<file path="config.mk">
export PLATFORM = sky130hd
export DESIGN_NAME = ntp_time_select
export DESIGN_NICKNAME = d
export VERILOG_FILES = /design/src/rtl/ntp_time_select.sv
export SDC_FILE = /design/constraint.sdc
export NUM_CORES = 1
export LEC_CHECK = 0
export ABC_AREA = 0
export CAP_MARGIN = 25
export CORE_MARGIN = 3
export CORE_UTILIZATION = 43
export DETAILED_ROUTE_END_ITERATION = 8
export DONT_BUFFER_PORTS = 1
export PLACE_DENSITY = 0.67
export SLEW_MARGIN = 30
export SYNTH_ARGS = -nofsm -noshare
export SYNTH_HDL_FRONTEND = slang
export SYNTH_SLANG_ARGS = --single-unit
</file>
<file path="constraint.sdc">
create_clock -name axi_aclk -period 3.55 [get_ports axi_aclk]
set_input_delay 0.5325 -clock axi_aclk [delete_from_list [all_inputs] [get_ports axi_aclk]]
set_output_delay 0.5325 -clock axi_aclk [all_outputs]
set_load 0.01 [all_outputs]
</file>
<file path="src/rtl/ntp_time_select.sv">
// rtl/ntp_time_select.sv - qualifies two NTP time sources and drives one selected time stream
// Optional NTP_SEL_REVERTIVE_EN: auto mode returns from B to A once A has re-proven itself.
module ntp_time_select #(
   parameter int UPD_TIMEOUT = 1000,
   parameter int QUAL_COUNT  = 8
) (
   input  logic        axi_aclk,
   input  logic        axi_aresetn,
   input  logic [63:0] ntp_time_a,
   input  logic        ntp_time_upd_a,
   input  logic        sync_ok_a,
   input  logic [63:0] ntp_time_b,
   input  logic        ntp_time_upd_b,
   input  logic        sync_ok_b,
   input  logic [1:0]  force_sel,
   output logic [63:0] ntp_time,
   output logic        ntp_time_upd,
   output logic        sel_b,
   output logic        holdover,
   output logic        qual_a,
   output logic        qual_b,
   output logic [15:0] switch_cnt
);
   localparam int SCW = $clog2(UPD_TIMEOUT + 1);
   localparam logic [SCW-1:0] STALE_MAX = SCW'(UPD_TIMEOUT);
   localparam logic [7:0]     QUAL_MAX  = 8'(QUAL_COUNT);

   typedef enum logic [1:0] {S_INIT, S_A, S_B, S_HOLD} state_t;

   // Index 0 is source A, index 1 is source B throughout.
   logic [1:0][63:0]    w_time;
   logic [1:0]          w_upd;
   logic [1:0]          w_sync;

   logic [1:0][SCW-1:0] r_stale_cnt;
   logic [1:0][7:0]     r_good_cnt;
   logic [1:0][7:0]     w_good_nxt;
   logic [1:0][63:0]    r_last_time;
   logic [1:0]          r_qual;
   logic [1:0]          w_stale;
   logic [1:0]          w_good;

   state_t              r_state;
   state_t              w_state_nxt;
   logic [63:0]         r_ntp_time;
   logic                r_ntp_time_upd;
   logic [15:0]         r_switch_cnt;
   logic                w_force_a;
   logic                w_force_b;
   logic                w_out_fire;
   logic                w_switch;

   assign w_time = {ntp_time_b, ntp_time_a};
   assign w_upd  = {ntp_time_upd_b, ntp_time_upd_a};
   assign w_sync = {sync_ok_b, sync_ok_a};

   assign w_force_a = (force_sel == 2'b01);
   assign w_force_b = (force_sel == 2'b10);

   always_comb begin
      w_stale    = '0;
      w_good     = '0;
      w_good_nxt = r_good_cnt;
      for (int i = 0; i < 2; i++) begin
         w_stale[i] = (r_stale_cnt[i] == STALE_MAX);
         w_good[i]  = w_sync[i] && !w_stale[i] && (w_time[i] > r_last_time[i]);
         if (w_upd[i]) begin
            if (!w_good[i])
               w_good_nxt[i] = '0;
            else if (r_good_cnt[i] != QUAL_MAX)
               w_good_nxt[i] = r_good_cnt[i] + 8'd1;
         end else if (!w_sync[i] || w_stale[i]) begin
            w_good_nxt[i] = '0;
         end
      end
   end

   always_ff @(posedge axi_aclk or negedge axi_aresetn) begin
      if (!axi_aresetn) begin
         r_stale_cnt <= '0;
         r_good_cnt  <= '0;
         r_last_time <= '0;
         r_qual      <= '0;
      end else begin
         for (int i = 0; i < 2; i++) begin
            if (w_upd[i]) begin
               r_stale_cnt[i] <= '0;
               r_last_time[i] <= w_time[i];
            end else if (!w_stale[i]) begin
               r_stale_cnt[i] <= r_stale_cnt[i] + SCW'(1);
            end
            r_good_cnt[i] <= w_good_nxt[i];
            r_qual[i]     <= (w_good_nxt[i] == QUAL_MAX);
         end
      end
   end

`ifdef NTP_SEL_REVERTIVE_EN
   // Counts A strobes seen while parked on B in auto mode with A already qualified.
   logic [7:0] r_rev_cnt;
   logic       w_rev_arm;
   logic       w_rev_done;

   assign w_rev_arm  = !w_force_a && !w_force_b && (r_state == S_B) && r_qual[0];
   assign w_rev_done = w_rev_arm && (r_rev_cnt == QUAL_MAX);

   always_ff @(posedge axi_aclk or negedge axi_aresetn) begin
      if (!axi_aresetn)
         r_rev_cnt <= '0;
      else if (!w_rev_arm)
         r_rev_cnt <= '0;
      else if (ntp_time_upd_a && (r_rev_cnt != QUAL_MAX))
         r_rev_cnt <= r_rev_cnt + 8'd1;
   end
`endif

   always_ff @(posedge axi_aclk or negedge axi_aresetn) begin
      if (!axi_aresetn)
         r_state <= S_INIT;
      else
         r_state <= w_state_nxt;
   end

   always_comb begin
      w_state_nxt = r_state;
      if (w_force_a) begin
         w_state_nxt = S_A;
      end else if (w_force_b) begin
         w_state_nxt = S_B;
      end else begin
         case (r_state)
            S_INIT, S_HOLD: begin
               if (r_qual[0])
                  w_state_nxt = S_A;
               else if (r_qual[1])
                  w_state_nxt = S_B;
            end
            S_A: begin
               if (!r_qual[0])
                  w_state_nxt = r_qual[1] ? S_B : S_HOLD;
            end
            S_B: begin
               if (!r_qual[1])
                  w_state_nxt = r_qual[0] ? S_A : S_HOLD;
`ifdef NTP_SEL_REVERTIVE_EN
               else if (w_rev_done)
                  w_state_nxt = S_A;
`endif
            end
            default: w_state_nxt = S_INIT;
         endcase
      end
   end

   // Mux follows the current state, so a strobe in a transition cycle uses the old source.
   assign w_out_fire = ((r_state == S_A) && r_qual[0] && ntp_time_upd_a) ||
                       ((r_state == S_B) && r_qual[1] && ntp_time_upd_b);

   assign w_switch = ((r_state == S_A) && (w_state_nxt == S_B)) ||
                     ((r_state == S_B) && (w_state_nxt == S_A));

   always_ff @(posedge axi_aclk or negedge axi_aresetn) begin
      if (!axi_aresetn) begin
         r_ntp_time     <= '0;
         r_ntp_time_upd <= 1'b0;
         r_switch_cnt   <= '0;
      end else begin
         r_ntp_time_upd <= w_out_fire;
         if (w_out_fire)
            r_ntp_time <= (r_state == S_B) ? ntp_time_b : ntp_time_a;
         if (w_switch && (r_switch_cnt != 16'hFFFF))
            r_switch_cnt <= r_switch_cnt + 16'd1;
      end
   end

   assign ntp_time     = r_ntp_time;
   assign ntp_time_upd = r_ntp_time_upd;
   assign sel_b        = (r_state == S_B);
   assign holdover     = (r_state == S_INIT) || (r_state == S_HOLD) ||
                         (w_force_a && !r_qual[0]) || (w_force_b && !r_qual[1]);
   assign qual_a       = r_qual[0];
   assign qual_b       = r_qual[1];
   assign switch_cnt   = r_switch_cnt;

endmodule

</file>
---- Word level (Yosys, flattened, before mapping) ----
Cells that the tools add are included.
cells by class
  add/subtract/negate cells ............... 5
  order comparisons ....................... 2
  equality and inequality tests ........... 16
  multiplexer cells ....................... 22
  reduce and logical (&&, ||, !) cells .... 28
operators with widths
  cell                     count
  $gt A64 B64 Y1           2
  $mux W64                 1
  $mux W8                  8
  $mux W10                 4
  $add A10 B1 Y10 const B  2
  $eq A10 B10 Y1 const B   2
  $add A16 B1 Y16 const B  1
  $add A8 B1 Y8 const B    2
  $eq A8 B4 Y1 const B     2
  $ne A16 B16 Y1 const B   1
  $ne A8 B4 Y1 const B     2
  $mux W2                  7
  $logic_and A1 B1 Y1      13
  $eq A2 B2 Y1 const B     4
  $logic_or A1 B1 Y1       7
  $eq A2 B1 Y1 const B     3
  $logic_not A1 Y1         6
  $pmux W2 S3              1
  $ne A2 B2 Y1 const B     2
  $logic_not A2 Y1         1
  $reduce_or A2 Y1         1
  $mux W1                  1
word-level totals
  register bits after elaboration ......... 249
  word-level logic and storage cells ...... 84

---- Longest topological paths before layout ----
Gate-level depths: netlist (run 1).
  word-level depth ........................ 9
  depth in mapped cells ................... 11

---- Worst setup path after synthesis (run 1) ----
OpenSTA, ideal clock, no wires.
  kind .................................... input to register
  start point ............................. input port ntp_time_a[1]
  end point ............................... register r_qual[0]
  arrival ................................. 2.824 ns
  data required time ...................... 3.439 ns
  setup slack ............................. 0.615 ns
  stages .................................. 9
  path through ............................ ha_1 nor2b_4 o211ai_2 a2111oi_1 or4b_4 a31oi_4 a211oi_1 or4_1 a2111oi_2
on the way
  cells in the longest elaborated chain, start to end .. 5
RTL lines
  item                           RTL line  source
  start, declared                9         input logic [63:0] ntp_time_a,
  $gt A64 B64 Y1                 66        w_good[i] = w_sync[i] && !w_stale[i] && (w_time[i] > r_last_time[i]);
  $logic_and A1 B1 Y1            66
  $mux W8                        68        if (!w_good[i])
  $mux W8                        67        if (w_upd[i]) begin
  $eq A8 B4 Y1                   93        r_qual[i] <= (w_good_nxt[i] == QUAL_MAX);
  end signal, assigned by index  93
  end, declared                  39        logic [1:0] r_qual;
Every way passes these cells.
A chain may end at the register's enable or synchronous reset.

---- Final worst setup path (run 1) ----
  start point ............................. register r_last_time[62] (netlist name)
  end point ............................... register r_qual[0]
on the way
  cells in the longest elaborated chain, start to end .. 5
RTL lines
  item                             RTL line  source
  start, declared                  38        logic [1:0][63:0] r_last_time;
  start signal, assigned by index  88        r_last_time[i] <= w_time[i];
  $gt A64 B64 Y1                   66
  $logic_and A1 B1 Y1              66
  $mux W8                          68
  $mux W8                          67
  $eq A8 B4 Y1                     93
Every way passes these cells.

==> qor.log, run 1 <==
[routing] vias after detailed routing 10300
[place] weighted congestion reported at the end of routability-driven placement 0.878
[routing] met3 wirelength from detailed routing 2300 um
[sta] unrepaired setup endpoints after global routing no
[clock_tree] number of CTS-inserted buffers 30
[place] Port Buffer Count 0
[place] pre-CTS setup slack 0.189 ns
[routing] met1 routed wirelength after detailed routing 14400 um
[clock_tree] number of clock sinks 249
[cells_and_area] Diodes inserted 0
[logic_synthesis] gate count after technology mapping 1487
[global_route] number of global-route vias before repair 10100
[routing] Via density 5.45
[clock_tree] post-CTS setup repair buffer count 0
[worst_setup_path] register-to-register path setup slack 0.36 ns
[logic_synthesis] summed instance area of the synthesized netlist 13900 sq um
[power] standby leakage power 0.00746 uW
[logic_synthesis] async set-or-reset flop fraction in the synthesized netlist 1.00
[sta] count of final max-slew check failures 0
[cells_and_area] layout cell share with drive strength beyond 1 0.0549
[sta] Max transition margin 0.403
[global_route] first-pass GRT wire length 51900 um
[floorplan] Die X 186 um
[global_route] Overflow after GRT 0
[cells_and_area] total number of nets in the final design 1749
[worst_setup_path] crit-path max cell delay 0.53 ns
[clock_tree] worst-case clock buffer depth 3
[floorplan] Starting Density 0.438
[sta] min Tclk post-route 3.19 ns
[worst_setup_path] cell-by-cell listing of the critical path inv_1 -> ha_1 -> nand4_1 -> nor4_1 -> nand4_1 -> o2111ai_4 -> or4_1 -> a21oi_1 -> or4_1 -> a2111oi_2
[worst_setup_path] FF-to-FF Start r_last_time[62]
[logic_synthesis] Synth Flop Type sky130_fd_sc_hd__dfrtp_1
[worst_setup_path] required arrival time at the worst endpoint 4.00 ns
[logic_synthesis] number of nets produced by synthesis 1762
[worst_setup_path] critical setup path kind flip-flop to flip-flop
[floorplan] DIE AREA 34500 sq um
[routing] post-route ant nets 0
[floorplan] chip height 186 um
[sta] final hold slack -0.325 ns
[logic_synthesis] post-synthesis sequential area ratio 0.448
[worst_setup_path] crit path max-delay cell type sky130_fd_sc_hd__or4_1
[clock_tree] CTS tree done
[worst_setup_path] cells on worst reg2reg path 10
[logic_synthesis] mean instance size in the synthesized netlist 9.34 sq um
[flow_run] number of maximum-capacitance violations 0
[routing] Initial DRT Pass Iterations 5
[logic_synthesis] unique cell type count in the Yosys netlist 71
[logic_synthesis] flip-flop and latch count after synthesis 249
[global_route] largest net degree at the start of global routing 250
[worst_setup_path] largest fanout on the critical path 6
[logic_synthesis] biggest area consumer among synthesized cells sky130_fd_sc_hd__dfrtp_1
[sta] Worst Max-Slew Pin Slew 0.896 ns
[worst_setup_path] crit-path leading delay family simple AND/OR/NAND/NOR gates
[routing] routed wire length 32500 um
[floorplan] count of standard-cell rows 65
[cells_and_area] number of filler cells placed in the layout 2935
[cells_and_area] synth-to-layout area growth 9.98%
[worst_setup_path] sum of buffers and inverters on the critical path 1
[worst_setup_path] CP Data Arrival Time 3.64 ns
[sta] minimum setup slack in the final design 0.362 ns
[routing] total DRC errors in the routed layout 0
[outcome] outcome complete, but fails checks
[worst_setup_path] type of element capturing the critical path flip-flop
[logic_synthesis] proportion of netlist area held by the largest area contributor 0.448
[global_route] total routing resource utilization after global routing 0.185
[power] worst voltage drop across the vdd grid 621 uV
[sta] number of setup violations in the final report 0
[routing] met2 routed wirelength 15100 um
[worst_hold_path] worst min path class primary input to asynchronous set/reset pin
[clock_tree] quantity of gates resized following cts 0
[floorplan] Top Ports 221
[logic_synthesis] biggest area contributors in the synthesized netlist sky130_fd_sc_hd__dfrtp_1 45%, sky130_fd_sc_hd__ha_1 13%, sky130_fd_sc_hd__o21ai_0 5.4%
[cells_and_area] summed area of non-filler cells in the final layout 15300 sq um
[worst_setup_path] capture point of the worst reg-to-reg path r_qual[0]
[clock_tree] Clk Latency, worst-skew pair 0.56 ns
[clock_tree] number of levels in the clock H-tree 1
[power] Power Dens Cells 507 nW/um^2
[place] post-placement cell area 14300 sq um
[logic_synthesis] Synth warnings 0
[outcome] violated checks hold timing
[sta] Peak Freq 0.314 GHz
[floorplan] Std-Cell Core Area 31700 sq um
[global_route] number of antenna violations at the first check in global routing 0
[clock_tree] CTS Root Buffer Type sky130_fd_sc_hd__clkbuf_16
[place] hpwl dp 23600 um
[sta] number of hold violations in the final report 249
[routing] WL per Instance 17.1 um
[routing] Highest Signal Layer met4
[routing] initial DRC count 596
[clock_tree] CTS clk-pin slew, worst paths 0.06 ns
[sta] fraction of the cycle the final worst path needs 0.898
[sta] total negative slack for setup checks 0 ns
[logic_synthesis] number of flops mapped to enable cells by yosys 0
[worst_setup_path] crit start category flip-flop
[sta] setup clock skew after layout 0.0229 ns
[worst max-delay path by stage]
stage	cells after the start	to	slack, ns	start
floorplan	9	r_qual[0]	0.61	ntp_time_a[1]
global placement	9	r_qual[0]	0.27	ntp_time_a[62]
detailed placement	9	r_qual[0]	0.19	ntp_time_a[61]
CTS	10	r_qual[0]	0.39	r_last_time[62]
global route	10	r_qual[0]	0.14	r_last_time[61]
finish	10	r_qual[0]	0.36	r_last_time[62]
[worst reg2reg max path, cell delays in order, from the launching register on]
cell                        delay (ns)
sky130_fd_sc_hd__dfrtp_1          0.32
sky130_fd_sc_hd__inv_1            0.05
sky130_fd_sc_hd__ha_1             0.28
sky130_fd_sc_hd__nand4_1          0.30
sky130_fd_sc_hd__nor4_1           0.51
sky130_fd_sc_hd__nand4_1          0.28
sky130_fd_sc_hd__o2111ai_4        0.33
sky130_fd_sc_hd__or4_1            0.16
sky130_fd_sc_hd__a21oi_1          0.05
sky130_fd_sc_hd__or4_1            0.53
sky130_fd_sc_hd__a2111oi_2        0.28
[cells in the final DEF, fill, tap and decap left out, types with 4 or more instances in the layout]
cell type                   instances
sky130_fd_sc_hd__dfrtp_1          249
sky130_fd_sc_hd__nand2_1          174
sky130_fd_sc_hd__inv_1            159
sky130_fd_sc_hd__o21ai_0          151
sky130_fd_sc_hd__ha_1             138
sky130_fd_sc_hd__a21oi_1          118
sky130_fd_sc_hd__nor2_1           104
sky130_fd_sc_hd__mux2i_1           65
sky130_fd_sc_hd__nand3_1           35
sky130_fd_sc_hd__a21o_1            34
sky130_fd_sc_hd__nand4_1           32
sky130_fd_sc_hd__clkbuf_16         30
sky130_fd_sc_hd__xnor2_1           23
sky130_fd_sc_hd__buf_4             13
sky130_fd_sc_hd__and3_1            12
sky130_fd_sc_hd__xor2_1            10
sky130_fd_sc_hd__nor3_1             9
sky130_fd_sc_hd__a221oi_1           8
sky130_fd_sc_hd__o211ai_1           8
sky130_fd_sc_hd__or4_1              7
sky130_fd_sc_hd__a211oi_1           7
sky130_fd_sc_hd__clkbuf_1           7
sky130_fd_sc_hd__a22o_1             6
sky130_fd_sc_hd__clkinv_2           6
sky130_fd_sc_hd__and4_1             5
sky130_fd_sc_hd__or3_1              5
sky130_fd_sc_hd__nor4_1             4
sky130_fd_sc_hd__mux2_2             4
sky130_fd_sc_hd__clkbuf_8           4
[cells in the mapped netlist (32+ instances only)]
cell type	n
sky130_fd_sc_hd__o21ai_0	151
sky130_fd_sc_hd__a21o_1	34
sky130_fd_sc_hd__nor2_1	104
sky130_fd_sc_hd__ha_1	139
sky130_fd_sc_hd__nand4_1	32
sky130_fd_sc_hd__dfrtp_1	249
sky130_fd_sc_hd__mux2i_1	65
sky130_fd_sc_hd__clkbuf_1	46
sky130_fd_sc_hd__a21oi_1	118
sky130_fd_sc_hd__nand3_1	35
sky130_fd_sc_hd__inv_1	159
sky130_fd_sc_hd__nand2_1	175
[state kept, by name, summed over array words and instances, names as in the netlist]
register	cells
r_good_cnt	16
switch_cnt	16
ntp_time_upd	1
r_state	2
r_last_time	128
ntp_time	64
r_qual	2
r_stale_cnt	20
[power breakdown]
| group | total [uW] | switching, uW | internal (uW) |
|---|---|---|---|
| Clock | 3040 | 1190 | 1840 |
| Combinational | 1550 | 854 | 700 |
| Sequential | 3150 | 124 | 3020 |
[cell type report]
| class | count | area, sq um | area share |
|---|---|---|---|
| Multi-Input combinational cell | 1019 | 6850 | 0.448 |
| Clock inverter | 11 | 145 | 0.00950 |
| Inverter | 160 | 606 | 0.0396 |
| Timing Repair Buffer | 14 | 118 | 0.00770 |
| Clock buffer | 41 | 832 | 0.0545 |
| Tap cell | 402 | 503 | 0.0329 |
| Sequential cell | 249 | 6230 | 0.408 |
[kinds of logic after synthesis]
logic type               Yosys count  synth area share
AO/OA/AOI/OAI                    366             0.158
buffers and inverters            219            0.0602
flip-flops                       249             0.448
multiplexers                      69            0.0501
AND/OR/NAND/NOR                  410             0.136
adder cells (fa/ha/maj)          141             0.127
XOR/XNOR                          33            0.0208
[routing by layer]
| layer | global-route usage | up-vias |
|---|---|---|
| li1 | - | 5113 |
| met1 | 0.247 | 4899 |
| met2 | 0.307 | 280 |
| met3 | 0.0406 | 46 |
| met4 | 0.0462 | 0 |
| met5 | 0 | - |
[metrics by stage]
stage | power (uW) | utilization | std cells | hold WS [ns]
floorplan | 4430 | - | 1487 | 0.237
global placement | 4710 | 0.451 | 1844 | 0.249
detailed placement | 4760 | 0.451 | 1844 | 0.246
CTS | 7850 | 0.482 | 1896 | -0.367
global route | 8180 | 0.482 | 1896 | -0.361
finish | 7740 | 0.482 | 1896 | -0.325
No activity file was read; power rests on OpenSTA's default activity.
==> run 2: changes to the inputs <==
- PLACE_DENSITY: 0.67 -> 0.69
- clock period: 3.55 -> 2.8 ns (I/O delays scaled with it)
==> run 2 against run 1 <==
Critical path type unchanged. Maximum frequency rose by 12%. Global-route usage rose by 4.9 points. Worst setup slack got worse by 0.42 ns. First-iteration DRC count rose by 25%. The run ends with hold timing, setup timing left. Final area rose by 15%. Highest routed layer unchanged. Largest power group is now the clock network. Wire length rose by 30%. Critical path depth rose by 1. Power rose by 38%. Worst hold slack got worse by 0.11 ns. Cell count rose by 9.9%.
==> qor.log, run 2 (synthesis results as in run 1) <==
[cells_and_area] number of flip-flops under the largest register name 128 [unchanged]
[floorplan] Die X 186 um [unchanged]
[place] hpwl dp 24500 um [was 23600 um]
[place] post-placement cell area 14700 sq um [was 14300 sq um]
[cells_and_area] Diodes inserted 0 [unchanged]
[global_route] largest net degree at the start of global routing 250 [unchanged]
[power] PnR Total Power 10700 uW [was 7740 uW]
[routing] vias after detailed routing 11700 [was 10300]
[routing] initial DRC count 747 [was 596]
[sta] Peak Freq 0.350 GHz [was 0.314 GHz]
[worst_setup_path] type of element capturing the critical path flip-flop [unchanged]
[worst_setup_path] cells on worst reg2reg path 11 [was 10]
[worst_setup_path] FF-to-FF Start r_last_time[71] [was r_last_time[62]]
[outcome] violated checks hold timing, setup timing [was hold timing]
[cells_and_area] register with the highest flop count r_last_time [unchanged]
[clock_tree] CTS Root Buffer Type sky130_fd_sc_hd__clkbuf_16 [unchanged]
[clock_tree] CTS clk-pin slew, worst paths 0.06 ns [about the same]
[clock_tree] CTS tree done [unchanged]
[clock_tree] number of levels in the clock H-tree 1 [unchanged]
[place] weighted congestion reported at the end of routability-driven placement 0.842 [was 0.878]
[sta] total negative slack for setup checks -0.243 ns [was 0 ns]
[worst_setup_path] CP Data Arrival Time 3.29 ns [was 3.64 ns]
[sta] Max transition margin 0.394 [was 0.403]
[routing] WL per Instance 20.3 um [was 17.1 um]
[cells_and_area] commonest non-fill, non-tap cells in the layout 249 x sky130_fd_sc_hd__dfrtp_1, 174 x sky130_fd_sc_hd__nand2_1, 146 x sky130_fd_sc_hd__o21ai_0 [was 249 x sky130_fd_sc_hd__dfrtp_1, 174 x sky130_fd_sc_hd__nand2_1, 159 x sky130_fd_sc_hd__inv_1]
[global_route] total routing resource utilization after global routing 0.234 [was 0.185]
[worst_setup_path] crit start category flip-flop [unchanged]
[routing] post-route ant nets 0 [unchanged]
[sta] fraction of the cycle the final worst path needs 1.02 [was 0.898]
[outcome] outcome complete, but fails checks [unchanged]
[floorplan] DIE AREA 34500 sq um [unchanged]
[power] standby leakage power 0.00839 uW [was 0.00746 uW]
[place] Port Buffer Count 0 [unchanged]
[power] worst voltage drop across the vdd grid 720 uV [was 621 uV]
[routing] Initial DRT Pass Iterations 5 [unchanged]
[sta] final hold slack -0.433 ns [was -0.325 ns]
[worst_setup_path] required arrival time at the worst endpoint 3.24 ns [was 4.00 ns]
[cells_and_area] total number of nets in the final design 1932 [was 1749]
[worst_setup_path] critical setup path kind flip-flop to flip-flop [unchanged]
[worst_setup_path] capture point of the worst reg-to-reg path r_good_cnt[8] [was r_qual[0]]
[cells_and_area] summed area of non-filler cells in the final layout 17600 sq um [was 15300 sq um]
[worst_setup_path] largest fanout on the critical path 6 [unchanged]
[cells_and_area] layout cell share with drive strength beyond 1 0.128 [was 0.0549]
[clock_tree] Clk Latency, worst-skew pair 0.55 ns [was 0.56 ns]
[sta] min Tclk post-route 2.86 ns [was 3.19 ns]
[cells_and_area] synth-to-layout area growth 27.0% [was 9.98%]
[cells_and_area] Core Util, Final 0.556 [was 0.482]
[sta] number of hold violations in the final report 249 [unchanged]
[sta] number of setup violations in the final report 8 [was 0]
[clock_tree] worst-case clock buffer depth 3 [unchanged]
[floorplan] count of standard-cell rows 65 [unchanged]
[routing] Via density 5.63 [was 5.45]
[sta] count of final max-slew check failures 0 [unchanged]
[routing] total DRC errors in the routed layout 0 [unchanged]
[worst_setup_path] launch point of the critical path r_last_time[71] [was r_last_time[62]]
[clock_tree] number of CTS-inserted buffers 30 [unchanged]
[global_route] Overflow after GRT 0 [unchanged]
[sta] minimum setup slack in the final design -0.0551 ns [was 0.362 ns]
[clock_tree] number of clock sinks 249 [unchanged]
[floorplan] Top Ports 221 [unchanged]
[worst_setup_path] register-to-register path setup slack -0.06 ns [was 0.36 ns]
[global_route] number of antenna violations at the first check in global routing 0 [unchanged]
[floorplan] Std-Cell Core Area 31700 sq um [unchanged]
[power] Power Dens Cells 604 nW/um^2 [was 507 nW/um^2]
[routing] routed wire length 42200 um [was 32500 um]
[sta] unrepaired setup endpoints after global routing yes [was no]
[worst_setup_path] critical path endpoint r_good_cnt[8] [was r_qual[0]]
[global_route] first-pass GRT wire length 64200 um [was 51900 um]
[floorplan] chip height 186 um [unchanged]
[cells_and_area] most frequent standard cell in the layout excluding fill and tap cells sky130_fd_sc_hd__dfrtp_1 [unchanged]
[global_route] number of global-route vias before repair 11800 [was 10100]
[sta] Worst Max-Slew Pin Slew 0.906 ns [was 0.896 ns]
[worst_hold_path] worst min path class primary input to asynchronous set/reset pin [unchanged]
[sta] setup clock skew after layout 0.0134 ns [was 0.0229 ns]
[flow_run] number of maximum-capacitance violations 0 [unchanged]
[floorplan] Starting Density 0.438 [unchanged]
[run 2: changes by cell type in the layout (fill, tap and decap cells not counted), moves of 5 or more]
cell	change
sky130_fd_sc_hd__a21oi_1	-9
sky130_fd_sc_hd__a21oi_2	+8
sky130_fd_sc_hd__buf_4	+47
sky130_fd_sc_hd__buf_6	+8
sky130_fd_sc_hd__dlygate4sd3_1	+124
sky130_fd_sc_hd__ha_1	-19
sky130_fd_sc_hd__ha_4	+19
sky130_fd_sc_hd__inv_1	-14
sky130_fd_sc_hd__inv_2	+14
sky130_fd_sc_hd__o21ai_0	-5
[run 2: area by class of cell]
type	instances	area (sq um)
Tap cell	402	503
Inverter	160	606
Sequential cell	249	6230
Fill cell	2707	14100
Clock buffer	45	898
Timing Repair Buffer	197	1900
Multi-Input combinational cell	1019	7350
Clock inverter	11	159
[run 2: worst max-delay path, stage by stage, from the launching register on]
cell and delay (ns):
sky130_fd_sc_hd__dfrtp_1 0.36, sky130_fd_sc_hd__inv_1 0.09, sky130_fd_sc_hd__ha_1 0.27, sky130_fd_sc_hd__a21oi_1 0.13
sky130_fd_sc_hd__o21ai_0 0.09, sky130_fd_sc_hd__a222oi_1 0.47, sky130_fd_sc_hd__a31oi_2 0.16, sky130_fd_sc_hd__a2111o_1 0.42
sky130_fd_sc_hd__o21ai_4 0.29, sky130_fd_sc_hd__nor2_4 0.08, sky130_fd_sc_hd__buf_6 0.12, sky130_fd_sc_hd__mux2_2 0.25
[run 2: per-stage QoR]
step	hold WS [ns]	std cells	worst slack, ns
floorplan	0.124	1487	0.0142
global placement	0.137	1891	-0.306
detailed placement	0.134	1891	-0.377
CTS	-0.450	2077	-0.0220
global route	-0.460	2083	-0.177
finish	-0.433	2083	-0.0551
[run 2: how the worst min path moves through the flow]
| stage | startpoint | endpoint | cells past startpoint |
|---|---|---|---|
| 2_1_floorplan | axi_aresetn | ntp_time[0] | 0 |
| 3_3_place_gp | axi_aresetn | ntp_time[34] | 0 |
| 3_5_place_dp | axi_aresetn | ntp_time[34] | 0 |
| 4_1_cts | axi_aresetn | ntp_time[34] | 0 |
| 5_1_grt | axi_aresetn | ntp_time[34] | 0 |
| 6_report | axi_aresetn | ntp_time[35] | 0 |
[run 2: what timing repair did]
item | in CTS | in global routing
hold endpoints to repair | 386 | 251
setup buffers | 5 | 7
hold buffers | 126 | 1
resized for setup | 31 | 65
endpoints found under the setup margin | 15 | 32
pin swaps | 24 | 36
[run 2: layer usage]
metal / track usage / share of wire / wire [um] / up-vias
met5: 0 / 0 / 0 / -
met4: 0.0599 / 0.021 / 884 / 0
met3: 0.0512 / 0.071 / 3000 / 58
met2: 0.387 / 0.47 / 19700 / 393
met1: 0.314 / 0.44 / 18600 / 5784
li1: - / - / - / 5485
[run 2: report_power, final]
group	internal, uW	switching [uW]
registers	3830	166
clock network	2570	1580
logic	1190	1330
==> run 3: changes to the inputs <==
- CELL_PAD_IN_SITES_DETAIL_PLACEMENT: unset -> 1
- CELL_PAD_IN_SITES_GLOBAL_PLACEMENT: unset -> 2
- CORE_UTILIZATION: 43 -> 36
- PLACE_DENSITY: 0.69 -> 0.86
==> run 3 against run 2 <==
The run still ends with hold timing, setup timing left. Final area increased by 1.5%. Clock skew increased by 0.0062 ns. Global-route usage decreased by 1.0 points. Cell count increased by 5.8%. Maximum frequency decreased by 3.6%. Clock power increased by 4%. Critical path type unchanged.
==> qor.log, run 3 (synthesis results as in run 1) <==
[routing] Via density 5.34 [was 5.63]
[power] Power Dens Cells 609 nW/um^2 [was 604 nW/um^2]
[routing] post-route ant nets 0 [unchanged]
[global_route] Overflow after GRT 0 [unchanged]
[outcome] outcome complete, but fails checks [unchanged]
[routing] WL per Instance 21.2 um [was 20.3 um]
[global_route] total routing resource utilization after global routing 0.224 [was 0.234]
[clock_tree] CTS Hold Buffers Added 135 [was 126]
[cells_and_area] synth-to-layout area growth 28.9% [was 27.0%]
[global_route] largest net degree at the start of global routing 250 [unchanged]
[worst_setup_path] critical path endpoint r_qual[0] [was r_good_cnt[8]]
[floorplan] Die X 202 um [was 186 um]
[clock_tree] CTS tree done [unchanged]
[cells_and_area] most frequent standard cell in the layout excluding fill and tap cells sky130_fd_sc_hd__dfrtp_1 [unchanged]
[sta] setup clock skew after layout 0.0197 ns [was 0.0134 ns]
[cells_and_area] Diodes inserted 0 [unchanged]
[worst_setup_path] cells on worst reg2reg path 11 [unchanged]
[sta] Max transition margin 0.414 [was 0.394]
[sta] min Tclk post-route 2.96 ns [was 2.86 ns]
[cells_and_area] number of filler cells placed in the layout 4280 [was 2707]
[worst_setup_path] critical setup path kind flip-flop to flip-flop [unchanged]
[worst_setup_path] largest fanout on the critical path 5 [was 6]
[sta] number of setup violations in the final report 4 [was 8]
[place] weighted congestion reported at the end of routability-driven placement 0.820 [was 0.842]
[worst_setup_path] crit start category flip-flop [unchanged]
[floorplan] count of standard-cell rows 71 [was 65]
[worst_setup_path] Worst path depth 11 [unchanged]
[sta] minimum setup slack in the final design -0.161 ns [was -0.0551 ns]
[sta] final hold slack -0.442 ns [was -0.433 ns]
[worst_setup_path] crit path max-delay cell type sky130_fd_sc_hd__or4b_4 [was sky130_fd_sc_hd__a222oi_1]
[floorplan] Starting Density 0.367 [was 0.438]
[clock_tree] CTS clk-pin slew, worst paths 0.06 ns [about the same]
[clock_tree] number of clock sinks 249 [unchanged]
[sta] unrepaired setup endpoints after global routing yes [unchanged]
[routing] vias after detailed routing 11800 [was 11700]
[cells_and_area] register with the highest flop count r_last_time [unchanged]
[cells_and_area] final instance count without filler cells 2203 [was 2083]
[routing] routed wire length 46700 um [was 42200 um]
[floorplan] Top Ports 221 [unchanged]
[floorplan] Std-Cell Core Area 37800 sq um [was 31700 sq um]
[floorplan] chip height 202 um [was 186 um]
[worst_setup_path] sum of buffers and inverters on the critical path 2 [unchanged]
[cells_and_area] number of flip-flops under the largest register name 128 [unchanged]
[cells_and_area] total number of nets in the final design 1943 [was 1932]
[floorplan] DIE AREA 41000 sq um [was 34500 sq um]
[power] standby leakage power 0.00845 uW [was 0.00839 uW]
[worst_setup_path] FF-to-FF Start r_last_time[1] [was r_last_time[71]]
[clock_tree] number of CTS-inserted buffers 30 [unchanged]
[worst_setup_path] capture point of the worst reg-to-reg path r_qual[0] [was r_good_cnt[8]]
[sta] count of final max-slew check failures 0 [unchanged]
[clock_tree] number of levels in the clock H-tree 1 [unchanged]
[worst_hold_path] worst min path class primary input to asynchronous set/reset pin [unchanged]
[sta] Worst Max-Slew Pin Slew 0.879 ns [was 0.906 ns]
[worst_setup_path] CP Data Arrival Time 3.42 ns [was 3.29 ns]
[routing] total DRC errors in the routed layout 0 [unchanged]
[outcome] violated checks hold timing, setup timing [unchanged]
[global_route] number of antenna violations at the first check in global routing 1 [was 0]
[sta] fraction of the cycle the final worst path needs 1.06 [was 1.02]
[worst_setup_path] crit-path leading delay family simple AND/OR/NAND/NOR gates [was compound AO/OA/AOI/OAI gates]
[place] Port Buffer Count 0 [unchanged]
[cells_and_area] total area of multi-input combinational cells 7310 sq um [was 7350 sq um]
[worst_setup_path] type of element capturing the critical path flip-flop [unchanged]
[worst_setup_path] register-to-register path setup slack -0.16 ns [was -0.06 ns]
[place] placed cell count 1999 [was 1891]
[power] worst voltage drop across the vdd grid 884 uV [was 720 uV]
[global_route] first-pass GRT wire length 73500 um [was 64200 um]
[sta] Peak Freq 0.338 GHz [was 0.350 GHz]
[clock_tree] worst-case clock buffer depth 3 [unchanged]
[worst_setup_path] cell-by-cell listing of the critical path inv_2 -> ha_4 -> nor2b_4 -> o211ai_4 -> a2111oi_2 -> or4b_4 -> a31oi_4 -> buf_6 -> a211oi_2 -> or4_4 -> a2111oi_4 [was inv_1 -> ha_1 -> a21oi_1 -> o21ai_0 -> a222oi_1 -> a31oi_2 -> a2111o_1 -> o21ai_4 -> nor2_4 -> buf_6 -> mux2_2]
[place] hpwl dp 28200 um [was 24500 um]
[flow_run] number of maximum-capacitance violations 0 [unchanged]
[cells_and_area] commonest non-fill, non-tap cells in the layout 249 x sky130_fd_sc_hd__dfrtp_1, 170 x sky130_fd_sc_hd__nand2_1, 145 x sky130_fd_sc_hd__inv_1 [was 249 x sky130_fd_sc_hd__dfrtp_1, 174 x sky130_fd_sc_hd__nand2_1, 146 x sky130_fd_sc_hd__o21ai_0]
[routing] Initial DRT Pass Iterations 5 [unchanged]
[global_route] number of global-route vias before repair 13000 [was 11800]
[clock_tree] CTS Root Buffer Type sky130_fd_sc_hd__clkbuf_16 [unchanged]
[sta] number of hold violations in the final report 249 [unchanged]
[cells_and_area] storage element area 6230 sq um [unchanged]
[clock_tree] Clk Latency, worst-skew pair 0.57 ns [was 0.55 ns]
[worst_setup_path] required arrival time at the worst endpoint 3.26 ns [was 3.24 ns]
[worst_setup_path] crit-path max cell delay 0.58 ns [was 0.47 ns]
[routing] initial DRC count 533 [was 747]
[cells_and_area] layout cell share with drive strength beyond 1 0.129 [was 0.128]
[worst_setup_path] launch point of the critical path r_last_time[1] [was r_last_time[71]]
## run 3: area by class of cell
class                           count  area share
Tap cell                          511      0.0357
Clock buffer                       47      0.0528
Multi-Input combinational cell   1019       0.408
Sequential cell                   249       0.348
Inverter                          160      0.0338
Clock inverter                      9     0.00839
Timing Repair Buffer              208       0.113
## run 3: power breakdown
| part | internal, uW | leakage (uW) | switching [uW] |
|---|---|---|---|
| Clock | 2670 | 0.000536 | 1630 |
| Combinational | 1200 | 0.00469 | 1400 |
| Sequential | 3830 | 0.00323 | 169 |
| Total | 7700 | 0.00845 | 3200 |
## run 3: layer usage
layer / vias up / wire length, um / track usage
met5: - / 0 / 0
met4: 0 / 786 / 0.0470
met3: 58 / 2360 / 0.0414
met2: 233 / 23100 / 0.390
met1: 5975 / 20400 / 0.293
li1: 5508 / - / -
## run 3: what timing repair did
item                                   4_1_cts  5_1_grt
setup endpoints to repair                   16       27
endpoints found under the hold margin      396      249
setup buffers                                5        9
resized for setup                           50       39
pin swaps                                   26       36
## run 3: how the worst min path moves through the flow
| stage | cells past startpoint | endpoint | startpoint | slack (ns) |
|---|---|---|---|---|
| 3_3_place_gp | 0 | ntp_time[43] | axi_aresetn | 0.13 |
| 5_1_grt | 0 | ntp_time[43] | axi_aresetn | -0.48 |
| 2_1_floorplan | 0 | ntp_time[0] | axi_aresetn | 0.12 |
| 6_report | 0 | ntp_time[43] | axi_aresetn | -0.44 |
| 3_5_place_dp | 0 | ntp_time[47] | axi_aresetn | 0.14 |
| 4_1_cts | 0 | r_last_time[108] | axi_aresetn | -0.48 |
## run 3: stage by stage
stage | util | TNS, ns | worst slack [ns] | power (uW) | instance area, sq um
final | 0.473 | -0.237 | -0.161 | 10900 | 17900
after floorplan | - | 0 | 0.0142 | 5620 | 13900
after CTS | 0.466 | -0.212 | -0.154 | 10900 | 17600
after detailed placement | 0.391 | -3.55 | -0.398 | 6210 | 14800
after global placement | 0.391 | -2.68 | -0.362 | 6110 | 14800
after global routing | 0.473 | -1.52 | -0.256 | 11500 | 17900
## run 3: worst reg2reg max path, cell delays in order, from the launching register on
cell                        delay [ns]
sky130_fd_sc_hd__dfrtp_1          0.38
sky130_fd_sc_hd__inv_2            0.08
sky130_fd_sc_hd__ha_4             0.20
sky130_fd_sc_hd__nor2b_4          0.13
sky130_fd_sc_hd__o211ai_4         0.19
sky130_fd_sc_hd__a2111oi_2        0.10
sky130_fd_sc_hd__or4b_4           0.58
sky130_fd_sc_hd__a31oi_4          0.27
sky130_fd_sc_hd__buf_6            0.14
sky130_fd_sc_hd__a211oi_2         0.06
sky130_fd_sc_hd__or4_4            0.52
sky130_fd_sc_hd__a2111oi_4        0.21
